==> src/rtl/return_addr_stack_if.sv <==
// Call/return stack bus: the control side drives push/pop requests, the stack
// returns the popped address, its occupancy and its sticky error flags.
interface return_addr_stack_if #(
  parameter int WIDTH = 16,
  parameter int DEPTH = 8
);
  localparam int CW = $clog2(DEPTH + 1);

  logic             push;
  logic [WIDTH-1:0] push_data;
  logic             pop;
  logic             clear_err;
  logic [WIDTH-1:0] ret_addr;
  logic             ret_valid;
  logic [WIDTH-1:0] top;
  logic [CW-1:0]    count;
  logic             empty;
  logic             full;
  logic             overflow;
  logic             underflow;

  modport master (
    output push, push_data, pop, clear_err,
    input  ret_addr, ret_valid, top, count, empty, full, overflow, underflow
  );

  modport slave (
    input  push, push_data, pop, clear_err,
    output ret_addr, ret_valid, top, count, empty, full, overflow, underflow
  );
endinterface

==> src/rtl/return_addr_stack.sv <==
// Hardware return-address stack: LIFO of PC+1 values, registered pop output
// that loads the PC, saturating occupancy and sticky overflow/underflow flags.
module return_addr_stack #(
  parameter int WIDTH = 16,
  parameter int DEPTH = 8
) (
  input  logic                clk,
  input  logic                reset,
  return_addr_stack_if.slave  bus
);
  localparam int CW = $clog2(DEPTH + 1);
  localparam int AW = (DEPTH > 1) ? $clog2(DEPTH) : 1;

  logic [WIDTH-1:0] mem_q [DEPTH];
  logic [CW-1:0]    count_q, count_d, cnt_m1;
  logic [WIDTH-1:0] ret_addr_q, ret_addr_d;
  logic             ret_valid_q, ret_valid_d;
  logic             ovf_q, ovf_d;
  logic             unf_q, unf_d;
  logic             empty, full, pop_ok, we;
  logic [AW-1:0]    taddr, waddr;

  // Occupancy only moves by one per edge; a push+pop pair replaces the top in place.
  function automatic logic [CW-1:0] next_count(input logic [CW-1:0] cnt,
                                               input logic          do_pop,
                                               input logic          do_push);
    logic [CW-1:0] res;
    res = cnt;
    if (do_pop && !do_push)
      res = cnt - CW'(1);
    else if (do_push && !do_pop)
      res = cnt + CW'(1);
    return res;
  endfunction

  always_comb begin
    empty  = (count_q == '0);
    full   = (count_q == CW'(DEPTH));
    cnt_m1 = count_q - CW'(1);
    taddr  = cnt_m1[AW-1:0];
    pop_ok = bus.pop && !empty;
    // A push alongside a pop is never blocked by full: it either replaces the top or fills slot 0.
    we     = bus.push && (bus.pop || !full);
    waddr  = pop_ok ? taddr : count_q[AW-1:0];

    count_d     = next_count(count_q, pop_ok, we);
    ret_valid_d = pop_ok;
    ret_addr_d  = pop_ok ? mem_q[taddr] : ret_addr_q;
    ovf_d       = (bus.push && !bus.pop && full) || (ovf_q && !bus.clear_err);
    unf_d       = (bus.pop && empty) || (unf_q && !bus.clear_err);
  end

  always_ff @(posedge clk or negedge reset) begin
    if (!reset) begin
      count_q     <= '0;
      ret_addr_q  <= '0;
      ret_valid_q <= 1'b0;
      ovf_q       <= 1'b0;
      unf_q       <= 1'b0;
    end else begin
      count_q     <= count_d;
      ret_addr_q  <= ret_addr_d;
      ret_valid_q <= ret_valid_d;
      ovf_q       <= ovf_d;
      unf_q       <= unf_d;
    end
  end

  // Storage is data only: never reset, and writes are ignored while reset is held.
  always_ff @(posedge clk) begin
    if (reset && we)
      mem_q[waddr] <= bus.push_data;
  end

  assign bus.ret_addr  = ret_addr_q;
  assign bus.ret_valid = ret_valid_q;
  assign bus.top       = empty ? '0 : mem_q[taddr];
  assign bus.count     = count_q;
  assign bus.empty     = empty;
  assign bus.full      = full;
  assign bus.overflow  = ovf_q;
  assign bus.underflow = unf_q;
endmodule

==> src/flat_wrapper.sv <==
// flat-port wrapper written by rule: the top's interface ports become plain ports
module return_addr_stack_flat 
#(
  parameter int WIDTH = 16,
  parameter int DEPTH = 8
)
  (clk, reset, bus_push, bus_push_data, bus_pop, bus_clear_err, bus_ret_addr, bus_ret_valid, bus_top, bus_count, bus_empty, bus_full, bus_overflow, bus_underflow);
  return_addr_stack_if #(.WIDTH(WIDTH), .DEPTH(DEPTH)) bus_i ();
  input  logic clk;
  input  logic reset;
  input wire logic [$bits(bus_i.push)-1:0] bus_push;
  input wire logic [$bits(bus_i.push_data)-1:0] bus_push_data;
  input wire logic [$bits(bus_i.pop)-1:0] bus_pop;
  input wire logic [$bits(bus_i.clear_err)-1:0] bus_clear_err;
  output wire logic [$bits(bus_i.ret_addr)-1:0] bus_ret_addr;
  output wire logic [$bits(bus_i.ret_valid)-1:0] bus_ret_valid;
  output wire logic [$bits(bus_i.top)-1:0] bus_top;
  output wire logic [$bits(bus_i.count)-1:0] bus_count;
  output wire logic [$bits(bus_i.empty)-1:0] bus_empty;
  output wire logic [$bits(bus_i.full)-1:0] bus_full;
  output wire logic [$bits(bus_i.overflow)-1:0] bus_overflow;
  output wire logic [$bits(bus_i.underflow)-1:0] bus_underflow;
  assign bus_i.push = bus_push;
  assign bus_i.push_data = bus_push_data;
  assign bus_i.pop = bus_pop;
  assign bus_i.clear_err = bus_clear_err;
  assign bus_ret_addr = bus_i.ret_addr;
  assign bus_ret_valid = bus_i.ret_valid;
  assign bus_top = bus_i.top;
  assign bus_count = bus_i.count;
  assign bus_empty = bus_i.empty;
  assign bus_full = bus_i.full;
  assign bus_overflow = bus_i.overflow;
  assign bus_underflow = bus_i.underflow;
  return_addr_stack #(.WIDTH(WIDTH), .DEPTH(DEPTH)) u_core (.clk(clk), .reset(reset), .bus(bus_i));
endmodule
==> config.mk <==
export PLATFORM = sky130hd
export DESIGN_NAME = return_addr_stack_flat
export DESIGN_NICKNAME = d
export VERILOG_FILES = /design/src/rtl/return_addr_stack_if.sv /design/src/rtl/return_addr_stack.sv /design/src/flat_wrapper.sv
export SDC_FILE = /design/constraint.sdc
export NUM_CORES = 1
export LEC_CHECK = 0
export CORE_UTILIZATION = 61
export DETAILED_ROUTE_END_ITERATION = 6
export GPL_ROUTABILITY_DRIVEN = 0
export PLACE_DENSITY_LB_ADDON = 0.15
export SETUP_SLACK_MARGIN = 0.15
export SLEW_MARGIN = 20
export SYNTH_ARGS = -nofsm -noshare
export SYNTH_HDL_FRONTEND = slang
export SYNTH_SLANG_ARGS = --single-unit
==> constraint.sdc <==
create_clock -name clk -period 6.62 [get_ports clk]
set_input_delay 1.324 -clock clk [delete_from_list [all_inputs] [get_ports clk]]
set_output_delay 1.324 -clock clk [all_outputs]
set_load 0.05 [all_outputs]
==> results.ini, run 1 <==
[outcome]
outcome=complete, no violations

[sta]
max_freq_mhz=197.9
fin_crit_sh=0.7634
setup_tns_ps=0
rsz0062_at_grt=false
maxSlewHeadroom=0.2575
setup_viol=0
min_period_ps=5054
finalMaxSlewViolations=0
finalClockSkew_ps=7.198
final_hold_viol_count=0
tightest_slew_ps=1110

[global_route]
grt-ovfl-total=0
grt_pass1_wl_mm=21.18
first_global_vias=3936
antenna_found_initial=0
track_usage=0.2671
grt_start_max_net_pins=72

[clocking]
cts_tree=yes
ctsResizeCount=0
post-cts-setup-buffer-count=0
cts_buffers=17
clock_latency_ps=520
clock_path_buffers=2
hold_buffers=0
cts_root_buffer=clkbuf_8
cts_sinks=151
clkTransAtPathRegs_ps=60
htree_levels=4

[synth]
synthSimpleGateAreaFrac=0.1094
synth_compound_area_frac=0.04138
synth-seq-cells=151
synthDominantCellAreaShare=0.6111
yosysMostFrequentCell=edfxtp_1
synth-xor-area-share=0.006565
ys.flop_type=edfxtp_1
ys_seq_area_frac=0.7026
yosysWarnings=0
synth_nets=467
netlist_area_sq_um=6290
synth_top_family_by_area=simple AND/OR/NAND/NOR gates
synth_cell_types=41
synthAdderAreaFrac=0.003979
synthTopCellsByArea=edfxtp_1 (61%), mux2i_1 (10%), dfrtp_1 (9.2%)
ys_top_cells_by_count=edfxtp_1 (128), mux2i_1 (65), nand3_1 (65)
avgSynthCellArea_sq_um=14.17
async_flop_share=0.1523
synth_edf_count=128
yosysTopAreaCell=edfxtp_1
synthCells=444
synth_mux_area_frac=0.1034

[final_layout]
nNetsFinal=524
syn2layout_area_growth_pct=21.46
drive_gt1_frac=0.09339
fillers=587
antennaDiodeCount=0

[detailed_routing]
drtIter0Drc=337
drtPass1Iterations=4
postRouteAntennaNets=0
num_vias=3922
finalWirelength_mm=13.39
wire_per_inst_um=20.69
drc=0
via_per_inst=6.062

[critical_path]
cp_data_arrival_time_ps=3730
end_kind=output pin
slowest_stage=clkinv_1
path_cells=inv_1 > ha_1 > clkinv_1 > nand3_1 > nand4_1 > nor2_1 > clkdlybuf4s50_1
cp-start-kind=flip-flop
required_ps=5300
critPathMaxFanout=33
crit_buf_inv=3
cpLargestDelayFamily=buffers and inverters
path_class=reg2out
critPathMaxStageDelay_ps=830

[hold_path]
hp-class=reg2reg

[floorplanning]
dieArea_sq_um=10720
core-area_sq_um=9864
die_w_um=103.5
start_util=0.6376
pin_count=62
rows=36
die_y_um=103.5

[run]
cap_viol_max_count=0

[placement]
hpwl_mm=7.318
io_buffer_count=61

tightest hold or removal path, delay by kind of cell, from the launching register on:
kind,cells,cell delay [ps]
AO/OA/AOI/OAI,1,60
flip-flops,1,340
AND/OR/NAND/NOR,1,50
placed cells by master (no fill, tap or decap), types with 4 or more instances in the layout:
master / n
clkbuf_16: 16
inv_1: 9
edfxtp_1: 128
o21ai_0: 18
buf_4: 7
a31oi_1: 4
o21ai_1: 5
clkdlybuf4s50_1: 61
nand4_1: 16
mux2i_1: 65
clkbuf_1: 5
nand2_1: 19
dfrtp_1: 22
nor3_4: 4
nand3_1: 65
nor2_1: 23
bufinv_16: 5
state kept, by name (all words and copies together), names as in the netlist:
signal,cells
u_core.bus.count,4
u_core.mem_q,128
u_core.bus.ret_addr,16
u_core.bus.ret_valid,1
u_core.bus.overflow,1
u_core.bus.underflow,1
cells by family (layout without fill, tap and decap cells):
group / after synthesis / after routing
buf+inv: 43 / 113
xor+xnor: 3 / 3
flops: 151 / 151
simple gates: 139 / 139
compound gates: 41 / 41
fa+ha+maj: 2 / 2
mux: 65 / 65
per-layer routing:
metal,share of wire,track usage
met5,0,0
met4,0.013,0.09524
met3,0.073,0.06167
met1,0.40,0.3452
met2,0.51,0.4463
area by class of cell:
type	count	area (sq um)	area share
multi-input combinational	250	1722	0.2254
clock buffer	22	432.9	0.05667
clock inverter	10	176.4	0.02309
sequential	151	4423	0.5789
timing repair buffer	69	674.4	0.08827
inverter	12	45.04	0.005896
tap	133	166.4	0.02178
path summary, 6_finish.rpt:
check	endpoint	cells after the start	startpoint	slack (ps)
max reg2reg	u_core.mem_q[4][13]$_DFFE_PP_	8	u_core.bus.count[1]$_DFFE_PN0P_	3380
min in group asynchronous	u_core.bus.ret_addr[3]$_DFFE_PN0P_	2	reset	1220
max in group asynchronous	u_core.bus.count[0]$_DFFE_PN0P_	2	reset	5080
min	u_core.bus.ret_addr[0]$_DFFE_PN0P_	2	u_core.bus.ret_addr[0]$_DFFE_PN0P_	490
max	bus_top[9]	7	u_core.bus.count[1]$_DFFE_PN0P_	1570
min reg2reg	u_core.bus.ret_addr[0]$_DFFE_PN0P_	2	u_core.bus.ret_addr[0]$_DFFE_PN0P_	490
per-stage QoR:
stage                     cells  setup WS, ps  utilization  area [sq um]  hold slack, ps
after global routing        647          1269       0.7745          7640           510.6
after global placement      615          2425       0.7123          7027           460.5
final                       647          1566       0.7745          7640           485.2
after floorplan             444          2677            -          6290           662.7
after detailed placement    615          2379       0.7123          7027           469.6
after CTS                   647          1811       0.7741          7636           488.7
Power of run 1 is left out: the tool's default activity adds up to more than one toggle a clock period on the data nets, which glitch-free logic cannot reach.
==> run 2: changes to the inputs <==
Settings changed: CORE_UTILIZATION 61 to 57.
Clock period 6.62 ns to 5 ns, I/O delays scaled along.
==> run 2 against run 1 <==
Effect of this change: first-iteration DRC count shrank 12%; non-clock buffer count grew 5; cell count grew 1.2%; register-to-register slack lost 1600 ps; critical path depth shrank 2; sequential share of layout area is essentially flat; core utilization shrank 4.8 points; global-route usage shrank 1.3 points; wire length shrank 0.26%; hold slack lost 8.6 ps.
==> results.ini, run 2 (synthesis gave the netlist of run 1 again) <==
[outcome]
outcome=complete, no violations

[global_route]
grt_start_max_net_pins=66  ; -8.3%
first_global_vias=3823  ; -2.9%
track_usage=0.2545  ; -0.01266
grt_pass1_wl_mm=20.86  ; -1.5%
grt-ovfl-total=0  ; unchanged
antenna_found_initial=0  ; unchanged

[clocking]
cts_tree=yes
hold_buffers=0  ; unchanged
cts_buffers=17  ; unchanged
post-cts-setup-buffer-count=0  ; unchanged
clkTransAtPathRegs_ps=60  ; about the same
cts_root_buffer=clkbuf_8
htree_levels=4  ; unchanged
clock_latency_ps=540  ; +20 ps
clock_path_buffers=2  ; unchanged
cts_sinks=151  ; unchanged
ctsResizeCount=0  ; unchanged

[detailed_routing]
drtPass1Iterations=5  ; +1
via_per_inst=5.969  ; -1.5%
finalWirelength_mm=13.35  ; -0.26%
postRouteAntennaNets=0  ; unchanged
routed.top_layer=met4
wire_per_inst_um=20.38  ; -1.5%
drtIter0Drc=297  ; -12%
drc=0  ; unchanged
num_vias=3910  ; -0.31%
met2_wirelength_mm=6.331  ; -7.9%
drt-met1-wl_mm=5.862  ; +9.1%
wl_met3_um=918  ; -5.6%

[sta]
fin_hold_ws_ps=476.7  ; -8.553 ps
rsz0062_at_grt=false
final_hold_viol_count=0  ; unchanged
maxSlewHeadroom=0.2516  ; -0.005872
tightest_slew_ps=1123  ; +12.41 ps
finalMaxSlewViolations=0  ; unchanged
max_freq_mhz=229.4
min_period_ps=4359
finalClockSkew_ps=9.058  ; +1.860 ps
fin_crit_sh=0.8718
setup_tns_ps=0  ; unchanged
setup_viol=0  ; unchanged

[final_layout]
largest_reg_flops=128  ; unchanged
final_common_cell=edfxtp_1
antennaDiodeCount=0  ; unchanged
largest_register=u_core.mem_q
fillers=665  ; +13%
syn2layout_area_growth_pct=21.44  ; about the same
nNetsFinal=529  ; +0.95%
drive_gt1_frac=0.1387  ; +0.04534
final_area_sq_um=7639  ; about the same
final_cells=655  ; +1.2%
layout_common_cells=edfxtp_1 (128), mux2i_1 (65), nand3_1 (65)

[critical_path]
rrSetupSlack_ps=1810  ; -1570 ps
required_ps=4000  ; -1300 ps
cp_data_arrival_time_ps=3360  ; -370 ps
end_kind=output pin
cp-start-kind=flip-flop
path_class=reg2out
critPathMaxFanout=20  ; -39%

[run]
cap_viol_max_count=0  ; unchanged

[hold_path]
hp-class=reg2reg

[floorplanning]
die_w_um=107.0  ; +3.4%
die_y_um=107.0  ; +3.4%
start_util=0.5985  ; -0.03910
dieArea_sq_um=11460  ; +6.9%
pin_count=62  ; unchanged
core-area_sq_um=10510  ; +6.5%
rows=37  ; +2.8%

[placement]
place_inst=623  ; +1.3%
io_buffer_count=61  ; unchanged
placed_cell_area_sq_um=6992  ; -0.50%
hpwl_mm=7.944  ; +8.6%

## run 2: changes by cell type in the layout (fill, tap and decap cells not counted), sizes merged
cell / delta
clkbuf: -5
bufinv: +1
clkdlybuf4s50: -16
buf: +21
clkinvlp: +2
clkinv: +2
## run 2: final timing paths
check / start / cells after the start / endpoint
setup / recovery: u_core.bus.count[0]$_DFFE_PN0P_ / 5 / bus_empty
hold / removal: u_core.bus.ret_addr[11]$_DFFE_PN0P_ / 2 / u_core.bus.ret_addr[11]$_DFFE_PN0P_
setup reg to reg: u_core.bus.count[1]$_DFFE_PN0P_ / 6 / u_core.mem_q[6][2]$_DFFE_PP_
hold reg to reg: u_core.bus.ret_addr[11]$_DFFE_PN0P_ / 2 / u_core.bus.ret_addr[11]$_DFFE_PN0P_
max in group asynchronous: reset / 2 / u_core.bus.count[0]$_DFFE_PN0P_
min in group asynchronous: reset / 1 / u_core.bus.ret_addr[12]$_DFFE_PN0P_
## run 2: final cells by class
cell class / count / area, sq um / share of cell area
repair buffers: 74 / 668.1 / 0.08747
multi-input cells: 250 / 1685 / 0.2206
well taps: 136 / 170.2 / 0.02228
clock inverters: 15 / 232.7 / 0.03047
clock buffers: 17 / 414.1 / 0.05422
flip-flops and latches: 151 / 4423 / 0.5790
inverters: 12 / 45.04 / 0.005897
## run 2: per-stage QoR
| step | util | worst slack [ps] |
|---|---|---|
| floorplan | - | 1381 |
| CTS | 0.7269 | 634.5 |
| global placement | 0.6653 | 1303 |
| finish | 0.7269 | 641.2 |
| detailed placement | 0.6653 | 1222 |
| global route | 0.7269 | 520.9 |
## run 2: routing by layer
layer | up-vias | GRT usage
met3 | 19 | 0.06748
met1 | 1916 | 0.3444
li1 | 1809 | -
met2 | 166 | 0.3935
met5 | - | 0
met4 | 0 | 0.1037
## run 2: critical path, cell delays in order (launching register included)
cell,delay (ps)
dfrtp_4,530
inv_1,110
ha_1,400
or3b_4,480
inv_2,370
clkdlybuf4s50_1,920
Power of run 2 is left out for the same reason.
==> run 3: changes to the inputs <==
Settings changed: CORE_MARGIN set to 2.
==> run 3 against run 2 <==
Effect of this change: wire length fell by 3.0%; sequential share of layout area rose by 0.22 points; cell count rose by 0.92%; core utilization fell by 2.2 points; first-iteration DRC count rose by 8.4%; clock-buffer cell count rose by 5; critical path depth did not move; register-to-register slack got worse by 240 ps; maximum frequency fell by 1.5%.
==> results.ini, run 3 (synthesis gave the netlist of run 1 again) <==
[sta]
tightest_slew_ps=1009  ; -114.1 ps
finalWorstSetupSlack_ps=572.7  ; -68.46 ps
fin_crit_sh=0.8855  ; +0.01369
finalClockSkew_ps=4.920  ; -4.138 ps
min_period_ps=4427  ; +68.46 ps
rsz0062_at_grt=false
setup_tns_ps=0  ; unchanged
maxSlewHeadroom=0.3235  ; +0.07190
setup_viol=0  ; unchanged
finalMaxSlewViolations=0  ; unchanged
max_freq_mhz=225.9  ; -1.5%
final_hold_viol_count=0  ; unchanged

[final_layout]
syn2layout_area_growth_pct=20.99
largest_reg_flops=128  ; unchanged
antennaDiodeCount=0  ; unchanged
largest_register=u_core.mem_q
layout_common_cells=edfxtp_1 (128), mux2i_1 (65), nand3_1 (65)
final_common_cell=edfxtp_1
fillers=724  ; +8.9%
nNetsFinal=531  ; +0.38%
drive_gt1_frac=0.1420  ; +0.003306

[detailed_routing]
drtIter0Drc=322  ; +8.4%
postRouteAntennaNets=0  ; unchanged
num_vias=3915  ; +0.13%
wire_per_inst_um=19.60  ; -3.8%
drc=0  ; unchanged
finalWirelength_mm=12.96  ; -3.0%
drtPass1Iterations=6  ; +1
via_per_inst=5.923  ; -0.78%

[clocking]
cts_root_buffer=clkbuf_8
post-cts-setup-buffer-count=0  ; unchanged
clock_path_buffers=2  ; unchanged
ctsResizeCount=0  ; unchanged
htree_levels=4  ; unchanged
cts_tree=yes
cts_sinks=151  ; unchanged
cts_buffers=17  ; unchanged
clkTransAtPathRegs_ps=60  ; about the same
hold_buffers=0  ; unchanged
clock_latency_ps=520  ; -20 ps

[floorplanning]
die_w_um=109.0  ; +1.9%
die_y_um=109.0  ; +1.9%
rows=38  ; +2.7%
start_util=0.5828  ; -0.01575
pin_count=62  ; unchanged
core-area_sq_um=10790  ; +2.7%
dieArea_sq_um=11890  ; +3.8%

[placement]
io_buffer_count=61  ; unchanged
hpwl_mm=7.625  ; -4.0%
dp_slack_ps=1115  ; -106.4 ps

[critical_path]
critPathMaxStageDelay_ps=890  ; -30 ps
cp_data_arrival_time_ps=3430  ; +70 ps
end_kind=output pin
critPathMaxFanout=22  ; +10%
required_ps=4000  ; about the same
path_class=reg2out
cp-start-kind=flip-flop
ff2ff_path_depth=8  ; +2
path_cells=inv_1 > ha_1 > or3b_4 > inv_2 > clkdlybuf4s50_1
slowest_stage=clkdlybuf4s50_1

[hold_path]
holdPathStages=2  ; unchanged
hp-class=reg2reg

[global_route]
grt-ovfl-total=0  ; unchanged
track_usage=0.2379  ; -0.01659
grt_pass1_wl_mm=20.38  ; -2.3%
antenna_found_initial=0  ; unchanged
first_global_vias=3801  ; -0.58%
grt_start_max_net_pins=52  ; -21%

[run]
cap_viol_max_count=0  ; unchanged

[outcome]
outcome=complete, no violations

run 3: changes by cell type in the layout (fill, tap and decap cells not counted):
cell        change
buf_4           +2
bufinv_16       -3
clkbuf_1        +3
clkbuf_8        +2
clkinv_1        -3
clkinv_2        -1
clkinv_4        +2
clkinvlp_4      -1
inv_6           +1
run 3: routing by layer:
metal / track usage / wire, um
met1: 0.3316 / 5326
met2: 0.3678 / 6333
met3: 0.05678 / 1107
met4: 0.08700 / 187
met5: 0 / 0
run 3: final timing paths:
path	start	endpoint	slack (ps)
max	u_core.bus.count[0]$_DFFE_PN0P_	bus_empty	570
min	u_core.bus.ret_addr[9]$_DFFE_PN0P_	u_core.bus.ret_addr[9]$_DFFE_PN0P_	480
max reg2reg	u_core.bus.count[0]$_DFFE_PN0P_	u_core.mem_q[6][12]$_DFFE_PP_	1570
min reg2reg	u_core.bus.ret_addr[9]$_DFFE_PN0P_	u_core.bus.ret_addr[9]$_DFFE_PN0P_	480
max in group asynchronous	reset	u_core.bus.count[0]$_DFFE_PN0P_	3600
min in group asynchronous	reset	u_core.bus.ret_addr[6]$_DFFE_PN0P_	750
run 3: cell type report:
| class | instances | area [sq um] | area share |
|---|---|---|---|
| clock buffers | 22 | 452.9 | 0.05952 |
| clock inverters | 10 | 145.1 | 0.01907 |
| inverters | 12 | 45.04 | 0.005919 |
| multi-input cells | 250 | 1685 | 0.2215 |
| flip-flops and latches | 151 | 4423 | 0.5812 |
| well taps | 140 | 175.2 | 0.02302 |
| repair buffers | 76 | 683.2 | 0.08977 |
run 3: stage by stage:
stage	hold slack, ps	instances	area (sq um)	util
after CTS	483.5	661	7610	0.7051
after global routing	508.6	661	7610	0.7051
final	480.1	661	7610	0.7051
after floorplan	662.7	444	6290	-
after detailed placement	469.6	629	7012	0.6497
after global placement	460.3	629	7012	0.6497
run 3: worst max-delay path: cells and delay by family (launching register included):
family	cells	cell delay, ps
buffers and inverters	3	1410
flip-flops	1	640
AND/OR/NAND/NOR	1	470
adder cells (fa/ha/maj)	1	390
Power of run 3 is left out for the same reason.
